[src/rtl/forex_pkg.sv]
// forex_pkg: shared types and register map for the solver update scheduler.
// Widths follow PRED_WIDTH / WEIGHT_WIDTH when those are defined.
`ifndef PRED_WIDTH
`define PRED_WIDTH 3
`endif
`ifndef WEIGHT_WIDTH
`define WEIGHT_WIDTH 15
`endif

package forex_pkg;

  localparam int PRED_W = `PRED_WIDTH + 1;
  localparam int WEIGHT_W = `WEIGHT_WIDTH + 1;

  localparam logic [2:0] REG_EDGE   = 3'd0;
  localparam logic [2:0] REG_WEIGHT = 3'd1;
  localparam logic [2:0] REG_CLR    = 3'd2;
  localparam logic [2:0] REG_STATUS = 3'd3;

  typedef enum logic [2:0] {
    IDLE,
    LOAD,
    KICK,
    SETTLE,
    RUN
  } sched_state_t;

  typedef struct packed {
    logic [PRED_W-1:0]   src;
    logic [PRED_W-1:0]   dst;
    logic [WEIGHT_W-1:0] e;
  } edge_upd_t;

  function automatic logic [31:0] status_word(
    input logic       ovf,
    input logic       busy,
    input logic [7:0] cnt
  );
    return {ovf, busy, 22'd0, cnt};
  endfunction

endpackage

[src/rtl/forex_upd_fifo.sv]
// forex_upd_fifo: DEPTH-entry edge update queue.
// A pop frees its slot in time for a same-cycle push when full.
module forex_upd_fifo
  import forex_pkg::*;
#(
  parameter int DEPTH = 8
) (
  input  logic                       clk,
  input  logic                       reset,
  input  logic                       i_push,
  input  edge_upd_t                  i_data,
  input  logic                       i_pop,
  output edge_upd_t                  o_head,
  output logic                       o_full,
  output logic                       o_empty,
  output logic [$clog2(DEPTH):0]     o_count
);
  localparam int AW = $clog2(DEPTH);
  localparam int CW = AW + 1;

  edge_upd_t     r_mem [DEPTH];
  logic [AW-1:0] r_wr;
  logic [AW-1:0] r_rd;
  logic [CW-1:0] r_count;
  logic          w_pop;
  logic          w_push;

  assign o_full  = (r_count == CW'(DEPTH));
  assign o_empty = (r_count == '0);
  assign o_count = r_count;
  assign o_head  = r_mem[r_rd];
  assign w_pop   = i_pop & ~o_empty;
  assign w_push  = i_push & (~o_full | w_pop);

  // Storage write; contents need no reset.
  always_ff @(posedge clk) begin
    if (w_push) begin
      r_mem[r_wr] <= i_data;
    end
  end

  // Pointer and occupancy bookkeeping.
  always_ff @(posedge clk) begin
    if (reset) begin
      r_wr    <= '0;
      r_rd    <= '0;
      r_count <= '0;
    end else begin
      if (w_push) begin
        r_wr <= r_wr + AW'(1);
      end
      if (w_pop) begin
        r_rd <= r_rd + AW'(1);
      end
      unique case ({w_push, w_pop})
        2'b10:   r_count <= r_count + CW'(1);
        2'b01:   r_count <= r_count - CW'(1);
        default: r_count <= r_count;
      endcase
    end
  end

endmodule

[src/rtl/forex_update_sched.sv]
// forex_update_sched: Avalon-fed edge update queue sequencing solver runs.
// FOREX_BATCH_EN: drain the whole queue per solver run instead of one edge.
module forex_update_sched
  import forex_pkg::*;
#(
  parameter int DEPTH = 8
) (
  input  logic                clk,
  input  logic                reset,
  input  logic                chipselect,
  input  logic                write,
  input  logic                read,
  input  logic [2:0]          address,
  input  logic [WEIGHT_W-1:0] writedata,
  output logic [31:0]         readdata,
  output logic                upd_valid,
  input  logic                upd_ready,
  output logic [PRED_W-1:0]   upd_src,
  output logic [PRED_W-1:0]   upd_dst,
  output logic [WEIGHT_W-1:0] upd_e,
  output logic                solver_reset,
  input  logic                solver_done
);
  localparam int CW = $clog2(DEPTH) + 1;

  logic              w_wr;
  logic              w_rd;
  logic              w_push;
  logic              w_pop;
  logic              w_full;
  logic              w_empty;
  logic              w_drop;
  logic [CW-1:0]     w_count;
  edge_upd_t         w_in;
  edge_upd_t         w_head;
  logic [PRED_W-1:0] r_src;
  logic [PRED_W-1:0] r_dst;
  logic              r_ovf;
  logic [31:0]       r_rdata;
  sched_state_t      r_state;
  sched_state_t      w_next;

  assign w_wr   = chipselect & write;
  assign w_rd   = chipselect & read;
  assign w_push = w_wr & (address == REG_WEIGHT);
  assign w_pop  = upd_valid & upd_ready;
  assign w_drop = w_push & w_full & ~w_pop;
  assign w_in   = '{src: r_src, dst: r_dst, e: writedata};

  assign upd_src  = w_head.src;
  assign upd_dst  = w_head.dst;
  assign upd_e    = w_head.e;
  assign readdata = r_rdata;

  forex_upd_fifo #(
    .DEPTH (DEPTH)
  ) u_fifo (
    .clk     (clk),
    .reset   (reset),
    .i_push  (w_push),
    .i_data  (w_in),
    .i_pop   (w_pop),
    .o_head  (w_head),
    .o_full  (w_full),
    .o_empty (w_empty),
    .o_count (w_count)
  );

  // Stage the src/dst pair that the next weight write will carry.
  always_ff @(posedge clk) begin
    if (reset) begin
      r_src <= '0;
      r_dst <= '0;
    end else if (w_wr && address == REG_EDGE) begin
      r_src <= writedata[2*PRED_W-1:PRED_W];
      r_dst <= writedata[PRED_W-1:0];
    end
  end

  // Sticky overflow: set by a dropped push, cleared by software.
  always_ff @(posedge clk) begin
    if (reset) begin
      r_ovf <= 1'b0;
    end else if (w_drop) begin
      r_ovf <= 1'b1;
    end else if (w_wr && address == REG_CLR) begin
      r_ovf <= 1'b0;
    end
  end

  // Registered status read; unmapped addresses and idle cycles read 0.
  always_ff @(posedge clk) begin
    if (reset) begin
      r_rdata <= '0;
    end else if (w_rd && address == REG_STATUS) begin
      r_rdata <= status_word(r_ovf, r_state != IDLE, 8'(w_count));
    end else begin
      r_rdata <= '0;
    end
  end

  // Scheduler state register.
  always_ff @(posedge clk) begin
    if (reset) begin
      r_state <= IDLE;
    end else begin
      r_state <= w_next;
    end
  end

  // Next state and solver-facing strobes.
  always_comb begin
    w_next       = r_state;
    upd_valid    = 1'b0;
    solver_reset = reset;
    unique case (r_state)
      IDLE: begin
        if (!w_empty) begin
          w_next = LOAD;
        end
      end
      LOAD: begin
        upd_valid = ~w_empty;
`ifdef FOREX_BATCH_EN
        if (w_empty) begin
          w_next = KICK;
        end
`else
        if (w_pop) begin
          w_next = KICK;
        end
`endif
      end
      KICK: begin
        solver_reset = 1'b1;
        w_next       = SETTLE;
      end
      SETTLE: begin
        w_next = RUN;
      end
      RUN: begin
        if (solver_done) begin
          w_next = IDLE;
        end
      end
      default: begin
        w_next = IDLE;
      end
    endcase
  end

endmodule

[config.mk]
export PLATFORM = sky130hd
export DESIGN_NAME = forex_update_sched
export DESIGN_NICKNAME = d
export VERILOG_FILES = /design/src/rtl/forex_pkg.sv /design/src/rtl/forex_upd_fifo.sv /design/src/rtl/forex_update_sched.sv
export SDC_FILE = /design/constraint.sdc
export NUM_CORES = 1
export LEC_CHECK = 0
export BUFFER_PORTS_ARGS = -buffer_cell sky130_fd_sc_hd__buf_2
export CAP_MARGIN = 15
export CORE_UTILIZATION = 53
export DETAILED_ROUTE_END_ITERATION = 7
export GPL_ROUTABILITY_DRIVEN = 0
export PLACE_DENSITY_LB_ADDON = 0.3
export SYNTH_ARGS = -nofsm -noshare
export SYNTH_HDL_FRONTEND = slang
export SYNTH_SLANG_ARGS = --single-unit
[constraint.sdc]
create_clock -name clk -period 3.96 [get_ports clk]
set_input_delay 0.792 -clock clk [delete_from_list [all_inputs] [get_ports clk]]
set_output_delay 0.792 -clock clk [all_outputs]
set_load 0.05 [all_outputs]
* Yosys cells after proc, flatten, opt, wreduce, memory -nomap -nowiden
Memory sizes are Yosys's and may differ from the RTL's. A register that Yosys moved wholly into a read port is not among the register bits. Index checks and enable logic that the tools add are counted.
Operators by class: $add $sub $neg 4, multiply operators 0, divide/modulo/power cells 0, magnitude comparators 0, equal/unequal tests 13, shift operators 0, muxes and demuxes 13, bitwise gates (word level) 13, reduce and logical (&&, ||, !) cells 11
Operators by type and width (count):
- two-way mux 3 bit | 5
- case mux 3 bit (5 select lines) | 1
- == test 3 x 2 -> 1 bit (second input constant) | 4
- AND 1 bit | 8
- case mux 4 bit (2 select lines) | 1
- adder 3 x 1 -> 3 bit (second input constant) | 2
- == test 3 x 1 -> 1 bit (second input constant) | 2
- zero test 3 bit | 2
- two-way mux 1 bit | 6
- adder 4 x 1 -> 4 bit (second input constant) | 1
- == test 4 bit (second input constant) | 1
- zero test 4 bit | 1
- != test 2 bit (second input constant) | 2
- inverter 1 bit | 4
- nonzero test 2 bit | 2
- subtractor 4 x 1 -> 4 bit (second input constant) | 1
- == test 3 bit (second input constant) | 1
- logical AND 1 bit | 3
- AND reduction 3 bit | 1
- nonzero test 3 bit | 1
- == test 2 x 1 -> 1 bit (second input constant) | 1
- == test 2 bit (second input constant) | 1
- != test 2 x 1 -> 1 bit (second input constant) | 1
- OR reduction 2 bit | 1
- bitwise OR 1 bit | 1
Storage, ports and cells: flip-flop bits (word level) 54, latch bits 0, bits in writable memories 192, ROM bits 0, input bits 26, output and inout bits 58, logic and storage cells 64, memories kept 1
Memory list:
- u_fifo.r_mem | depth 8, bits a word 24, rd ports 1, clocked after memory_dff 1, wr ports 1, line forex_upd_fifo.sv:21 | edge_upd_t r_mem [DEPTH];

* Longest topological paths before layout
word-level depth 9, mapped depth 10, mapped depth without buffers 9

* Modules after synthesis
From an unflattened synthesis, not the netlist that was laid out.
Unflattened totals: cell total of the unflattened synthesis 461, area, all modules 8998.6 sq um
Modules (own cells, without submodules):
- forex_upd_fifo | instances 1, cells an instance 360, area each 8001.4 sq um, sequential area each 6025.8 sq um
- forex_update_sched | instances 1, cells an instance 101, area each 997.2 sq um, sequential area each 360.3 sq um

* Worst setup path before layout
Ideal clock, no wire load.
path type input -> register, start in address[2], end mem u_fifo.r_mem[0][0] in the netlist's numbering (enable), library setup time 466 ps, arrival 3795 ps, required time 3494 ps, slack -300 ps, stages on the path 4, buffers on the path 0, cell sequence nand4b_1 > nor2_2 > nand2_1 > nor4_1
On the way: longest elaborated chain between the ends 5
RTL lines:
- from (decl) | line forex_update_sched.sv:13 | input logic [2:0] address,
- == test 3 x 1 -> 1 bit | line forex_update_sched.sv:45 | assign w_push = w_wr & (address == REG_WEIGHT);
- AND 1 bit | line forex_update_sched.sv:45
- AND 1 bit | line forex_upd_fifo.sv:33 | assign w_push = i_push & (~o_full | w_pop);
- two-way mux 1 bit | line forex_upd_fifo.sv:37 | if (w_push) begin
- two-way mux 1 bit (implied by the code) | line forex_upd_fifo.sv:38 | r_mem[r_wr] <= i_data;
- to (decl) | line forex_upd_fifo.sv:21
No other way between the ends.

==> results_dict.tcl <==
set metrics [dict create \
    post-route-cell-area_um2 10060 \
    die_y_um 130.6 \
    synth_area_leaders "edfxtp_1, mux4_2, dfxtp_1" \
    worstPathCellList "buf_12 > mux4_2 > mux2_2 > buf_2" \
    drive_gt1_share_pct 36.31 \
    die_w_um 130.6 \
    grt_usage_pct 19.83 \
    synth_top_area_share_pct 65.73 \
    place_area_um2 9330 \
    antenna_cells 0 \
    top_layer_used "met4" \
    coreArea_um2 16000 \
    antenna_found_initial 0 \
    port_buffers 57 \
    insertion_delay_ns 0.51 \
    ff_latch_area_um2 6391 \
    max_stage_delay_ns 0.68 \
    cts_inserted_buffers 23 \
    peakVddDrop_uv 325.9 \
    critPathTopFamily "multiplexers" \
    dr_wl_met3_um 1026 \
    fp-row-count 46 \
    maxCapViolCount 0 \
    path_clk_slew_ns 0.06 \
    grt_setup_unrepaired "no" \
    r2r_cells 5 \
    drc 0 \
    timing.setup.tns_ns 0 \
    drt_first_pass_iters 4 \
    ys_seq_area_share_pct 72.81 \
    synth_top_area_cell "edfxtp_1" \
    worst-path-buf-inv 2 \
    wl_met2_um 8298 \
    post-route-min-period_ns 3.330 \
    root_buffer "clkbuf_16" \
    vias 4217 \
    drt_iter0_drc 272 \
    multi_input_area_um2 2242 \
    max_freq_ghz 0.3003 \
    cts_setup_buffers 0 \
    worst_pin_slew_ns 0.9201 \
    gr-total-overflow 0 \
    maxSlewHeadroom_pct 38.20 \
    wirelength_um 15950 \
    r2r-end "u_fifo.r_mem[6][17]$_DFFE_PP_" \
    pwr_density_cell_nw_per_um2 468.9 \
    vias_per_cell 5.520 \
    synth_edf_count 192 \
    syn_to_final_growth_pct 14.68 \
    wl_per_cell_um 20.88 \
    cp.arrival_ns 2.54 \
    synthCells 453 \
    crit_path_end_kind "primary output" \
    cp-start-kind "flip-flop" \
    worstSetupPathDepth 4 \
    cts_tree "built" \
    critPathKind "flip-flop to primary output" \
    hold_buffers 0 \
    synth.cell_area_um2 8771 \
    clockBufferDepth 3 \
    hpwl_um 9685 \
    status "finished clean" \
    fillCellCount 1175 \
    yosys_warnings 0 \
    cp-endpoint "upd_e[15]" \
    grt_max_degree 32 \
    power_mw 4.716 \
    avgSynthCellArea_um2 19.36 \
    start_util_pct 54.82 \
    slowest_stage "dfxtp_4" \
    slew_violations 0 \
    finalHoldViolCount 0 \
    finClkSkew_ns 0.01153 \
    grt_pass1_vias 4422 \
    fin_util_pct 62.86 \
    path_max_fanout 25 \
    synth-seq-cells 223 \
    ant_nets 0 \
    ctsResizeCount 0 \
    synth-main-ff-cell "edfxtp_1" \
    r2r_slack_ns 1.45 \
    required_ns 3.17 \
    hold_class "flip-flop to flip-flop" \
    ctsHtreeMaxLevel 1 \
    final_net_count 560 \
    grt_pass1_wl_um 24550 \
    setup_violations 0 \
    leakagePower_nw 3.482 \
    io_pins 84 \
    die_area_um2 17070 \
    rr_startpoint "r_state[0]$_SDFFE_PP0P_" \
    period_share_pct 84.09 \
    synth_cell_type_count 48 \
    synthArstFlopShare_pct 0 \
    fin_hold_ws_ns 0.4937 \
    cts_sinks 223 \
    wl_met1_um 6284 \
]
==> layout by cell type (no fill, tap or decap), types with 2 or more instances in the layout <==
| cell | count |
|---|---|
| nor2_1 | 19 |
| clkbuf_16 | 23 |
| xnor2_1 | 2 |
| mux2i_1 | 9 |
| nand2_1 | 8 |
| nor3_1 | 3 |
| clkbuf_1 | 6 |
| nor2b_1 | 5 |
| ha_1 | 3 |
| nor2_2 | 4 |
| clkinvlp_4 | 2 |
| and2_1 | 5 |
| clkbuf_8 | 3 |
| o21ai_0 | 3 |
| mux2_2 | 25 |
| conb_1 | 26 |
| nand3_1 | 6 |
| buf_4 | 13 |
| buf_12 | 2 |
| nand2b_1 | 4 |
| nor4_4 | 2 |
| a21oi_1 | 6 |
| buf_2 | 57 |
| clkinv_2 | 4 |
| nor3_2 | 4 |
| and3_1 | 3 |
| or4_1 | 2 |
| a21o_1 | 2 |
| mux2_1 | 2 |
| mux4_2 | 48 |
| edfxtp_1 | 192 |
| dfxtp_1 | 29 |
==> area by class of cell <==
| class | count | area share, % |
|---|---|---|
| clock buffers | 32 | 6.357 |
| clock inverters | 10 | 0.8832 |
| inverters | 1 | 0.03732 |
| flip-flops and latches | 223 | 63.54 |
| well taps | 216 | 2.687 |
| multi-input cells | 210 | 22.29 |
| repair buffers | 72 | 4.205 |
==> worst min path at each step <==
stage                                            from                      end  cells after the start
after CTS                          r_ovf$_SDFFE_PP0P_  readdata[31]$_SDFF_PP0_                      1
after global placement    u_fifo.r_rd[1]$_SDFFE_PP0P_                flip-flop                      2
final                              r_ovf$_SDFFE_PP0P_  readdata[31]$_SDFF_PP0_                      1
after floorplan                    r_ovf$_SDFFE_PP0P_  readdata[31]$_SDFF_PP0_                      1
after detailed placement           r_ovf$_SDFFE_PP0P_  readdata[31]$_SDFF_PP0_                      1
after global routing               r_ovf$_SDFFE_PP0P_  readdata[31]$_SDFF_PP0_                      1
==> per-layer routing <==
layer / up-vias / global-route usage (%)
li1: 1918 / -
met1: 2135 / 24.90
met2: 140 / 35.33
met3: 24 / 3.461
met4: 0 / 5.882
met5: - / 0
==> synthesized netlist by cell type, types with 2 or more instances <==
| cell | count |
|---|---|
| mux4_2 | 48 |
| xnor2_1 | 2 |
| buf_2 | 6 |
| and2_1 | 5 |
| nor4_1 | 2 |
| mux2_1 | 2 |
| ha_1 | 3 |
| o21ai_0 | 3 |
| edfxtp_1 | 192 |
| mux2i_1 | 9 |
| nor3_1 | 7 |
| nand2_1 | 8 |
| a21o_1 | 2 |
| or4_1 | 2 |
| a21oi_1 | 6 |
| nor2_1 | 22 |
| dfxtp_1 | 31 |
| nand3_1 | 6 |
| and3_1 | 3 |
| clkbuf_1 | 7 |
| buf_1 | 3 |
| buf_4 | 27 |
| nor2b_1 | 5 |
| mux2_2 | 25 |
| nand2b_1 | 4 |
==> cells by family (layout without fill, tap and decap cells) <==
kind of cell	count (synthesis)	in the layout	share of synthesized area, %
adders and majority gates	3	3	0.4280
muxes	85	85	17.08
and+or+nand+nor	76	76	4.850
xor gates and xnor gates	3	3	0.2996
other	1	26	0.04275
buffers and inverters	45	115	3.181
DFF	223	223	72.81
AOI/OAI and AO/OA	17	17	1.312
==> per-stage QoR <==
step / cells / worst slack [ns]
2_1_floorplan: 478 / 0.3115
3_3_place_gp: 722 / 1.008
3_5_place_dp: 722 / 0.8799
4_1_cts: 764 / 0.5554
5_1_grt: 764 / 0.4894
6_report: 764 / 0.6302
==> sequential cells by signal, summed over array words and instances, names as in the netlist, named ones only <==
name and flops:
u_fifo.r_mem 192, readdata 6, r_dst 4, r_src 4, u_fifo.o_count 4, r_state 3
u_fifo.r_rd 3, u_fifo.r_wr 3, r_ovf 1
==> where the power goes <==
group / total, mW / internal (mW) / switching (mW)
registers: 2.55 / 2.54 / 0.00484
logic: 0.125 / 0.0215 / 0.104
clock network: 2.04 / 1.20 / 0.844
Power figures use the tool's default switching activity.
